==> config.mk <==
export PLATFORM = sky130hd
export DESIGN_NAME = audio_out_mixer
export DESIGN_NICKNAME = d
export VERILOG_FILES = /design/src/rtl/audio_out_mixer.sv
export SDC_FILE = /design/constraint.sdc
export NUM_CORES = 2
export LEC_CHECK = 0
export ABC_AREA = 1
export CAP_MARGIN = 5
export CELL_PAD_IN_SITES_DETAIL_PLACEMENT = 0
export CELL_PAD_IN_SITES_GLOBAL_PLACEMENT = 1
export CORE_ASPECT_RATIO = 1.25
export CORE_MARGIN = 4
export CORE_UTILIZATION = 45
export DETAILED_ROUTE_END_ITERATION = 6
export PLACE_DENSITY = 0.8
export SYNTH_ARGS = -nofsm -noshare
export SYNTH_HDL_FRONTEND = slang
export SYNTH_SLANG_ARGS = --single-unit
==> constraint.sdc <==
create_clock -name CLOCK_50 -period 9.2 [get_ports CLOCK_50]
set_clock_uncertainty 0.1 [all_clocks]
set_input_delay 0.92 -clock CLOCK_50 [delete_from_list [all_inputs] [get_ports CLOCK_50]]
set_output_delay 0.92 -clock CLOCK_50 [all_outputs]
set_load 0.05 [all_outputs]
==> src/rtl/audio_out_mixer.sv <==
// ---------------------------------------------------------------------------
// audio_out_mixer
//
// Purpose:
//    Last stage of the game music synthesiser. It captures four signed voice
//    samples together with their gains and an optional stereo line
//    passthrough. It mixes them, saturates to 32 bits and applies a slowly
//    ramping master level. It then hands one stereo sample per handshake to
//    the Audio_Controller output FIFO.
//
//    The FSM runs IDLE -> ACC -> SAT -> WRITE:
//       IDLE  : wait for FIFO room, then snapshot every input of the sample.
//       ACC   : gain-scale each voice, sum them, add the passthrough.
//       SAT   : clamp to 32 bits, apply the captured master level, track clips.
//       WRITE : present the sample and wait for the FIFO to accept it.
//
// Parameters:
//    FADE_DIV    completed writes per master-level step (1..255)
//    CLIP_CNT_W  width of the saturating clip counter
//
// Ports:
//    CLOCK_50                   system clock
//    reset                      synchronous, active-high reset
//    voice0_sample..voice3      signed 32-bit voice samples
//    voice_gain                 four unsigned 4-bit gains, voice n at [4n+3:4n], 8 = unity
//    pass_left / pass_right     signed 32-bit passthrough samples
//    pass_en                    include passthrough in the mix
//    mute                       1 fades master to 0, 0 fades master to 16
//    audio_out_allowed          output FIFO has room
//    left/right_channel_audio_out  registered signed output samples
//    write_audio_out            write strobe to the Audio_Controller
//    master_level               current master level, 0..16
//    clip_flag                  sticky: some sample has clipped
//    clip_count                 saturating count of clipped samples
//    busy                       FSM is not in IDLE
// ---------------------------------------------------------------------------
module audio_out_mixer #(
    parameter int unsigned FADE_DIV   = 48,
    parameter int unsigned CLIP_CNT_W = 16
) (
    input  logic                         CLOCK_50,
    input  logic                         reset,
    input  logic signed [31:0]           voice0_sample,
    input  logic signed [31:0]           voice1_sample,
    input  logic signed [31:0]           voice2_sample,
    input  logic signed [31:0]           voice3_sample,
    input  logic        [15:0]           voice_gain,
    input  logic signed [31:0]           pass_left,
    input  logic signed [31:0]           pass_right,
    input  logic                         pass_en,
    input  logic                         mute,
    input  logic                         audio_out_allowed,
    output logic signed [31:0]           left_channel_audio_out,
    output logic signed [31:0]           right_channel_audio_out,
    output logic                         write_audio_out,
    output logic        [4:0]            master_level,
    output logic                         clip_flag,
    output logic        [CLIP_CNT_W-1:0] clip_count,
    output logic                         busy
);

    typedef enum logic [1:0] {
        IDLE  = 2'd0,
        ACC   = 2'd1,
        SAT   = 2'd2,
        WRITE = 2'd3
    } state_e;

    localparam logic [7:0]            DIV_LAST  = 8'(FADE_DIV - 1);
    localparam logic [4:0]            LEVEL_MAX = 5'd16;
    localparam logic [CLIP_CNT_W-1:0] CLIP_MAX  = {CLIP_CNT_W{1'b1}};
    localparam logic [CLIP_CNT_W-1:0] CLIP_ONE  = {{(CLIP_CNT_W-1){1'b0}}, 1'b1};

    state_e                  state_q;

    // Per-sample snapshot taken in IDLE. Everything downstream works only
    // from these, so input changes after capture never leak into the sample.
    logic signed [31:0]      voice0_q;
    logic signed [31:0]      voice1_q;
    logic signed [31:0]      voice2_q;
    logic signed [31:0]      voice3_q;
    logic        [15:0]      gain_q;
    logic signed [31:0]      passL_q;
    logic signed [31:0]      passR_q;
    logic        [4:0]       masterCap_q;

    logic signed [39:0]      accL_q;
    logic signed [39:0]      accR_q;
    logic signed [39:0]      accL_d;
    logic signed [39:0]      accR_d;

    logic signed [31:0]      leftOut_q;
    logic signed [31:0]      rightOut_q;
    logic signed [31:0]      leftOut_d;
    logic signed [31:0]      rightOut_d;
    logic                    clipL_d;
    logic                    clipR_d;

    logic        [4:0]       master_q;
    logic        [4:0]       master_d;
    logic        [7:0]       fadeDiv_q;
    logic        [7:0]       fadeDiv_d;

    logic                    clipFlag_q;
    logic [CLIP_CNT_W-1:0]   clipCount_q;
    logic [CLIP_CNT_W-1:0]   clipCount_d;

    // Gain-scale one voice: (voice * gain) >>> 3 in 37 bits, floor shift,
    // sign-extended to the 40-bit accumulator width.
    function automatic logic signed [39:0] scaleVoice(input logic signed [31:0] v,
                                                      input logic        [3:0]  g);
        logic signed [36:0] prod;
        prod = $signed({{5{v[31]}}, v}) * $signed({33'd0, g});
        prod = prod >>> 3;
        return {{3{prod[36]}}, prod};
    endfunction

    // A 40-bit value fits in 32 signed bits only when bits [39:31] agree.
    function automatic logic isClip(input logic signed [39:0] x);
        return ~((&x[39:31]) | ~(|x[39:31]));
    endfunction

    function automatic logic signed [31:0] clamp32(input logic signed [39:0] x);
        logic signed [31:0] res;
        if (!isClip(x)) begin
            res = x[31:0];
        end else if (x[39]) begin
            res = 32'sh8000_0000;
        end else begin
            res = 32'sh7FFF_FFFF;
        end
        return res;
    endfunction

    // Master scaling: (clamped * level) >>> 4. With level <= 16, the result
    // magnitude never exceeds the clamped input, so truncation to 32 bits
    // is exact.
    function automatic logic signed [31:0] applyMaster(input logic signed [31:0] c,
                                                       input logic        [4:0]  m);
        logic signed [37:0] prod;
        prod = $signed({{6{c[31]}}, c}) * $signed({33'd0, m});
        return 32'(prod >>> 4);
    endfunction

    // Mix datapath used in ACC: four scaled voices plus the captured
    // passthrough (already forced to zero at capture when pass_en was low).
    always_comb begin
        logic signed [39:0] mix;
        mix = scaleVoice(voice0_q, gain_q[3:0])
            + scaleVoice(voice1_q, gain_q[7:4])
            + scaleVoice(voice2_q, gain_q[11:8])
            + scaleVoice(voice3_q, gain_q[15:12]);
        accL_d = mix + {{8{passL_q[31]}}, passL_q};
        accR_d = mix + {{8{passR_q[31]}}, passR_q};
    end

    // Saturation and master scaling used in SAT. A sample counts as one clip
    // no matter whether one or both channels clamped.
    always_comb begin
        clipL_d    = isClip(accL_q);
        clipR_d    = isClip(accR_q);
        leftOut_d  = applyMaster(clamp32(accL_q), masterCap_q);
        rightOut_d = applyMaster(clamp32(accR_q), masterCap_q);
        clipCount_d = clipCount_q;
        if ((clipL_d || clipR_d) && (clipCount_q != CLIP_MAX)) begin
            clipCount_d = clipCount_q + CLIP_ONE;
        end
    end

    // Fade bookkeeping for the next completed write. The divider is never
    // cleared by a mute change, so the ramp cadence stays steady even when
    // the target flips part-way through a step.
    always_comb begin
        fadeDiv_d = fadeDiv_q + 8'd1;
        master_d  = master_q;
        if (fadeDiv_q >= DIV_LAST) begin
            fadeDiv_d = 8'd0;
            if (mute && (master_q != 5'd0)) begin
                master_d = master_q - 5'd1;
            end else if (!mute && (master_q != LEVEL_MAX)) begin
                master_d = master_q + 5'd1;
            end
        end
    end

    // Main sequencer. Reset drops any sample in flight and returns every
    // visible register to zero, which also restarts the power-up fade-in.
    always_ff @(posedge CLOCK_50) begin
        if (reset) begin
            state_q     <= IDLE;
            voice0_q    <= '0;
            voice1_q    <= '0;
            voice2_q    <= '0;
            voice3_q    <= '0;
            gain_q      <= '0;
            passL_q     <= '0;
            passR_q     <= '0;
            masterCap_q <= '0;
            accL_q      <= '0;
            accR_q      <= '0;
            leftOut_q   <= '0;
            rightOut_q  <= '0;
            master_q    <= '0;
            fadeDiv_q   <= '0;
            clipFlag_q  <= 1'b0;
            clipCount_q <= '0;
        end else begin
            case (state_q)
                IDLE: begin
                    if (audio_out_allowed) begin
                        voice0_q    <= voice0_sample;
                        voice1_q    <= voice1_sample;
                        voice2_q    <= voice2_sample;
                        voice3_q    <= voice3_sample;
                        gain_q      <= voice_gain;
                        passL_q     <= pass_en ? pass_left  : 32'sd0;
                        passR_q     <= pass_en ? pass_right : 32'sd0;
                        masterCap_q <= master_q;
                        state_q     <= ACC;
                    end
                end
                ACC: begin
                    accL_q  <= accL_d;
                    accR_q  <= accR_d;
                    state_q <= SAT;
                end
                SAT: begin
                    leftOut_q   <= leftOut_d;
                    rightOut_q  <= rightOut_d;
                    clipCount_q <= clipCount_d;
                    if (clipL_d || clipR_d) begin
                        clipFlag_q <= 1'b1;
                    end
                    state_q <= WRITE;
                end
                WRITE: begin
                    // The strobe is combinational on audio_out_allowed, so
                    // leaving WRITE here coincides with exactly one accepted
                    // write. While the FIFO is full, the outputs simply hold.
                    if (audio_out_allowed) begin
                        fadeDiv_q <= fadeDiv_d;
                        master_q  <= master_d;
                        state_q   <= IDLE;
                    end
                end
                default: begin
                    state_q <= IDLE;
                end
            endcase
        end
    end

    assign write_audio_out         = (state_q == WRITE) && audio_out_allowed;
    assign busy                    = (state_q != IDLE);
    assign left_channel_audio_out  = leftOut_q;
    assign right_channel_audio_out = rightOut_q;
    assign master_level            = master_q;
    assign clip_flag               = clipFlag_q;
    assign clip_count              = clipCount_q;

endmodule

---- Word-level counts from Yosys, hierarchy flattened ----
Index checks and enable logic that the tools add are counted.
word-level totals
  register bits after elaboration ......... 389
  input port bits ......................... 213
cells by class
  add/sub/neg operators ................... 9
  $mul .................................... 6
  order comparisons ....................... 1
  equal/unequal tests ..................... 7
  multiplexer cells ....................... 12
  bitwise operators ....................... 6
  reductions and logical operators ........ 20
operators with widths
  kind                     number
  $mux W32                 6
  $mul A32 B5 Y37          4
  $add A37 B32 Y38         2
  $mul A32 B6 Y36          2
  $add A36 B34 Y37         1
  $add A35 B34 Y36         1
  $add A34 B34 Y35         1
  $reduce_and A9 Y1        2
  $reduce_or A9 Y1         2
  $add A16 B1 Y16 const B  1
  $ne A16 B16 Y1 const B   1
  $mux W5                  2
  $reduce_and A2 Y1        5
  $add A8 B1 Y8 const B    1
  $ge A8 B6 Y1 const B     1
  $mux W8                  1
  $pmux W2 S4              1
  $add A5 B1 Y5 const B    1
  $ne A5 B5 Y1 const B     1
  $reduce_bool A5 Y1       1
  $sub A5 B1 Y5 const B    1
  $eq A2 B2 Y1 const B     2
  $logic_and A1 B1 Y1      4
  $mux W2                  2
  9 further kinds          15

---- Longest topological paths before layout ----
  depth in word-level cells ............... 7
  mapped depth ............................ 48
  mapped depth without buffers ............ 46

---- Worst setup path after synthesis ----
Ideal clock, no wire load.
  path type ............................... flip-flop to flip-flop
  start ................................... reg gain_q[10]
  end ..................................... reg accR_q[38]
  setup time .............................. 0.058 ns
  data arrival time ....................... 7.589 ns
  data required time ...................... 9.042 ns
  path slack .............................. 1.453 ns
  cell stages (with the launch flop) ...... 49
  buffers on the path ..................... 2
  period minus slack after synthesis ...... 7.747 ns
  cell sequence ........................... dfxtp_1 > clkbuf_1 > clkbuf_1 > nand2_1 > inv_1 > ha_1 > inv_1 > fa_1 > fa_1 > inv_1 > ha_1 > a21oi_1 > o21ai_0 > a21oi_2 > inv_1 > nand2_1 > o211ai_1 > a21boi_1 > [13 not listed] > o21ai_0 > o21bai_1 > nand2_1 > nand2_1 > nand2_1 > nand2_1 > xor2_1 > ha_1 > nand2_1 > nor2_1 > nand2_1 > nor3_1 > nand3_1 > o211ai_1 > a21oi_1 > o21ai_0 > o211ai_1 > inv_1
between the ends
  cells in the longest elaborated chain, start to end .. 4
ends and longest elaborated chain
  item                    line  source
  start, declared         82    logic [15:0] gain_q;
  start signal, assigned  215   gain_q <= voice_gain;
  $mul A32 B5 Y37         113   prod = $signed({{5{v[31]}}, v}) * $signed({33'd0, g});
  $add A35 B34 Y36        151   + scaleVoice(voice2_q, gain_q[11:8])
  $add A36 B34 Y37        152   + scaleVoice(voice3_q, gain_q[15:12]);
  $add A37 B32 Y38        154   accR_d = mix + {{8{passR_q[31]}}, passR_q};
  end signal, assigned    224   accR_q <= accR_d;
  end, declared           88    logic signed [39:0] accR_q;
No other way between the ends.
A chain may end at the register's enable or synchronous reset.

---- Worst setup path in the final report ----
  start ................................... reg gain_q[7]
  end ..................................... reg accR_q[35]
between the ends
  cells in the longest elaborated chain, start to end .. 5
ends and longest elaborated chain
  item              line  source
  $mul A32 B5 Y37   113
  $add A34 B34 Y35  150   + scaleVoice(voice1_q, gain_q[7:4])
  $add A35 B34 Y36  151
  $add A36 B34 Y37  152
  $add A37 B32 Y38  154
No other way between the ends.

==> metrics.md <==
| Metric | Value |
|---|---|
| Layout Utilization | a little over half |
| Predominant post-synthesis flop cell | dfxtp_1 |
| Leakage | roughly 34 nW |
| Mapped Cells | ~7700 |
| Max Slew Vio Count | 0 |
| Final TNS setup | 0 ps |
| GRT overflow | 0 |
| Share of flip-flops with an asynchronous set or reset | 0% |
| Worst Max-Slew Pin Slew | roughly 1100 ps |
| Max Freq | about 110 MHz |
| Count of state elements after synthesis | around 390 |
| Worst hold path class | reg -> reg |
| Share of layout cells above drive strength 1 | 4.888% |
| Area of the die | 122400 µm² |
| CP max FO | 22 |
| Final nets | ~9300 |
| Setup crit start kind | register |
| Pwr dens | roughly 400 nW/µm² |
| Area Growth Syn to Fin | 14.63% |
| Antenna Cells | 0 |
| GR Util All Layers | a little over a quarter |
| HPWL after DPL | approximately 140000 µm |
| Flop-to-flop setup slack | approximately 500 ps |
| Clk sinks | approximately 390 |
| Root Buffer | clkbuf_16 |
| RSZ-0062 raised after global routing | yes |
| Pin count of the biggest net entering global routing | approximately 110 |
| CTS tree | yes |
| Syn_area_per_cell | about 7 µm² |
| Slowest cell on crit path | fa_1 |
| Skew-Pair Late Insertion Delay | between 600 and 700 ps |
| Top cell type's share of synthesized area | 19.80% |
| Yosys top cell by area | fa_1 |
| CP arrival | 9140 ps |
| Max_slew headroom | roughly 28% |
| 1st-iter DRT viols | slightly above 2000 |
| Worst hold slack | around 340 ps |
| Ys Warns | 0 |
| I/O Buffers | 300 |
| Dpl cells | around 9500 |
| Crit path required time | 9630 ps |
| Crit end category | register |
| DRC errors left | 0 |
| Register area share after synthesis | 14.66% |
| Slowest stage delay, CP | around 530 ps |
| Core footprint | ~120000 µm² |
| Kind of critical path | reg -> reg |
| CP Depth | 42 |
| Die boundary width | ~310 µm |
| CTS H-tree lvls | 2 |
| Tmin final | 8713 ps |
| I/O pin cnt | ~300 |
| Crit path top cell by count | inv_1 |
| Netlist cell types | 50 |
| CP top delay family | adder cells |
| Hold Violations, Final | 0 |
| Routed vias/inst | about 5 |
| Final ANT Viol Nets | 0 |
| Pre-antenna DRT Iters | 7 |
| Post-synthesis net count | between 8000 and 9000 |
| Routed wire per std cell | about 17 µm |
| Period utilisation layout | 94.71% |
| Antenna violations before repair | 2 |
| Gpl congestion | ~0.97 |
| Cell Area, Synth | ~53000 µm² |
| Status | finished clean |
| Worst Reg-to-Reg Cells | 42 |
| Post-route insts no fill | ~9600 |
| Die Y-Extent | 390.1 µm |
| Worst hold stages | 2 |
| Final setup vio count | 0 |
| Max Root-Sink Buffers | 3 |
| First-pass GRT wire length | between 200000 and 300000 µm |
| Hold Buf Count CTS | 0 |
| Worst VDD drop | approximately 0.27 mV |
| Initial Utilization | 45.52% |
| Clock slew at reported path FFs | about 60 ps |
| Vias in the first global route | 48749 |
| TritonCTS buffer count | 48 |
| Max_cap viols | 0 |
| Dominant cells by area after synthesis | fa_1 20%, dfxtp_1 15%, ha_1 13%, inv_1 12%, nand2_1 9.9% |
| Crit path buf inv count | 10 |
| # rows | roughly 140 |
| Via count | ~48000 |
| Number of synthesized flops with an enable pin | 0 |
| Routed WL | roughly 160000 µm |
## through the flow
step                power, mW  setup slack, ps  area [µm²]
floorplan               15.24             1453       52570
global placement        22.10            239.8       58330
detailed placement      22.23            119.3       58330
CTS                     24.45            102.5       60030
global route            26.95           -29.38       60260
finish                  24.36            486.9       60260
## layout make-up
cell class              instances  area, µm²
flip-flops and latches        385       7716
multi-input cells            5378      37840
clock buffers                  67       1363
inverters                    1692       6361
well taps                    1551       1941
repair buffers                518       4698
fillers                     11949      55220
clock inverters                21      339.1
## metal layers
metal	wire (µm)	vias up	track usage (%)
li1	-	24417	-
met4	10340	0	13.95
met3	5069	305	2.030
met5	0	-	0
met2	79980	907	47.75
met1	67020	22283	31.30
## cell usage after synthesis (45+ instances only)
master and number:
dfxtp_1 385, nand2_1 1384, a31oi_1 58, xor2_1 174, a21oi_1 508, clkbuf_1 210
nand3_1 224, fa_1 520, nor3_1 45, inv_1 1686, ha_1 536, xnor2_1 111
nor2_1 1003, o21ai_0 497
## registers in the layout, indices dropped and copies added (netlist names)
name                     flops
left_channel_audio_out      32
fadeDiv_q                    8
clip_flag                    1
voice1_q                    32
right_channel_audio_out     32
state_q                      2
master_level                 5
voice0_q                    32
masterCap_q                  5
passR_q                     32
voice3_q                    32
accR_q                      38
clip_count                  16
voice2_q                    32
passL_q                     32
gain_q                      16
accL_q                      38
## final timing paths
| check | from | endpoint |
|---|---|---|
| worst max-delay path | gain_q[7]$_SDFFE_PP0P_ | accR_q[35]$_SDFFE_PP0N_ |
| worst min-delay path | fadeDiv_q[6]$_SDFFE_PP0P_ | fadeDiv_q[6]$_SDFFE_PP0P_ |
| worst max register to register | gain_q[7]$_SDFFE_PP0P_ | accR_q[35]$_SDFFE_PP0N_ |
| worst min register to register | fadeDiv_q[6]$_SDFFE_PP0P_ | fadeDiv_q[6]$_SDFFE_PP0P_ |
## report_power, final
| group | total, mW | switching [mW] | internal (mW) |
|---|---|---|---|
| Clock | 2.06 | 0.830 | 1.23 |
| Sequential | 2.67 | 0.505 | 2.16 |
| Combinational | 19.6 | 12.6 | 6.98 |
## tightest hold or removal path, cell delays in order (launching register included)
cell and delay (ps):
dfxtp_1 310, nand2_1 60, nor2_1 40
## cell usage in the layout (no fill, tap or decap), drive strengths merged, types with 9 or more instances in the layout
| cell | instances |
|---|---|
| ha | 536 |
| nand3 | 229 |
| a21o | 38 |
| clkdlybuf4s50 | 298 |
| dfxtp | 385 |
| o221ai | 13 |
| o211ai | 42 |
| a21boi | 16 |
| clkinv | 11 |
| a211oi | 9 |
| nand2 | 1398 |
| nor2 | 1005 |
| xnor2 | 111 |
| o21ai | 527 |
| a31oi | 58 |
| a21oi | 512 |
| inv | 1691 |
| buf | 220 |
| nand4 | 31 |
| fa | 520 |
| o21bai | 20 |
| clkbuf | 67 |
| nor3 | 45 |
| xor2 | 174 |
| o21a | 33 |
| nor4 | 24 |
## cells by family (layout without fill, tap and decap cells)
group	count (synthesis)	in the layout	share of synthesized area [%]
buffers and inverters	1919	2298	13.73
DFF	385	385	14.66
xor gates and xnor gates	285	285	4.748
AOI/OAI and AO/OA	1291	1291	13.54
adders and majority gates	1056	1056	32.56
and+or+nand+nor	2746	2746	20.75
## what timing repair did
item,in CTS,in global routing
setup buffers,0,6
gates resized for setup,0,47
endpoints found under the setup margin,0,39
(Power assumes the default switching activity.)
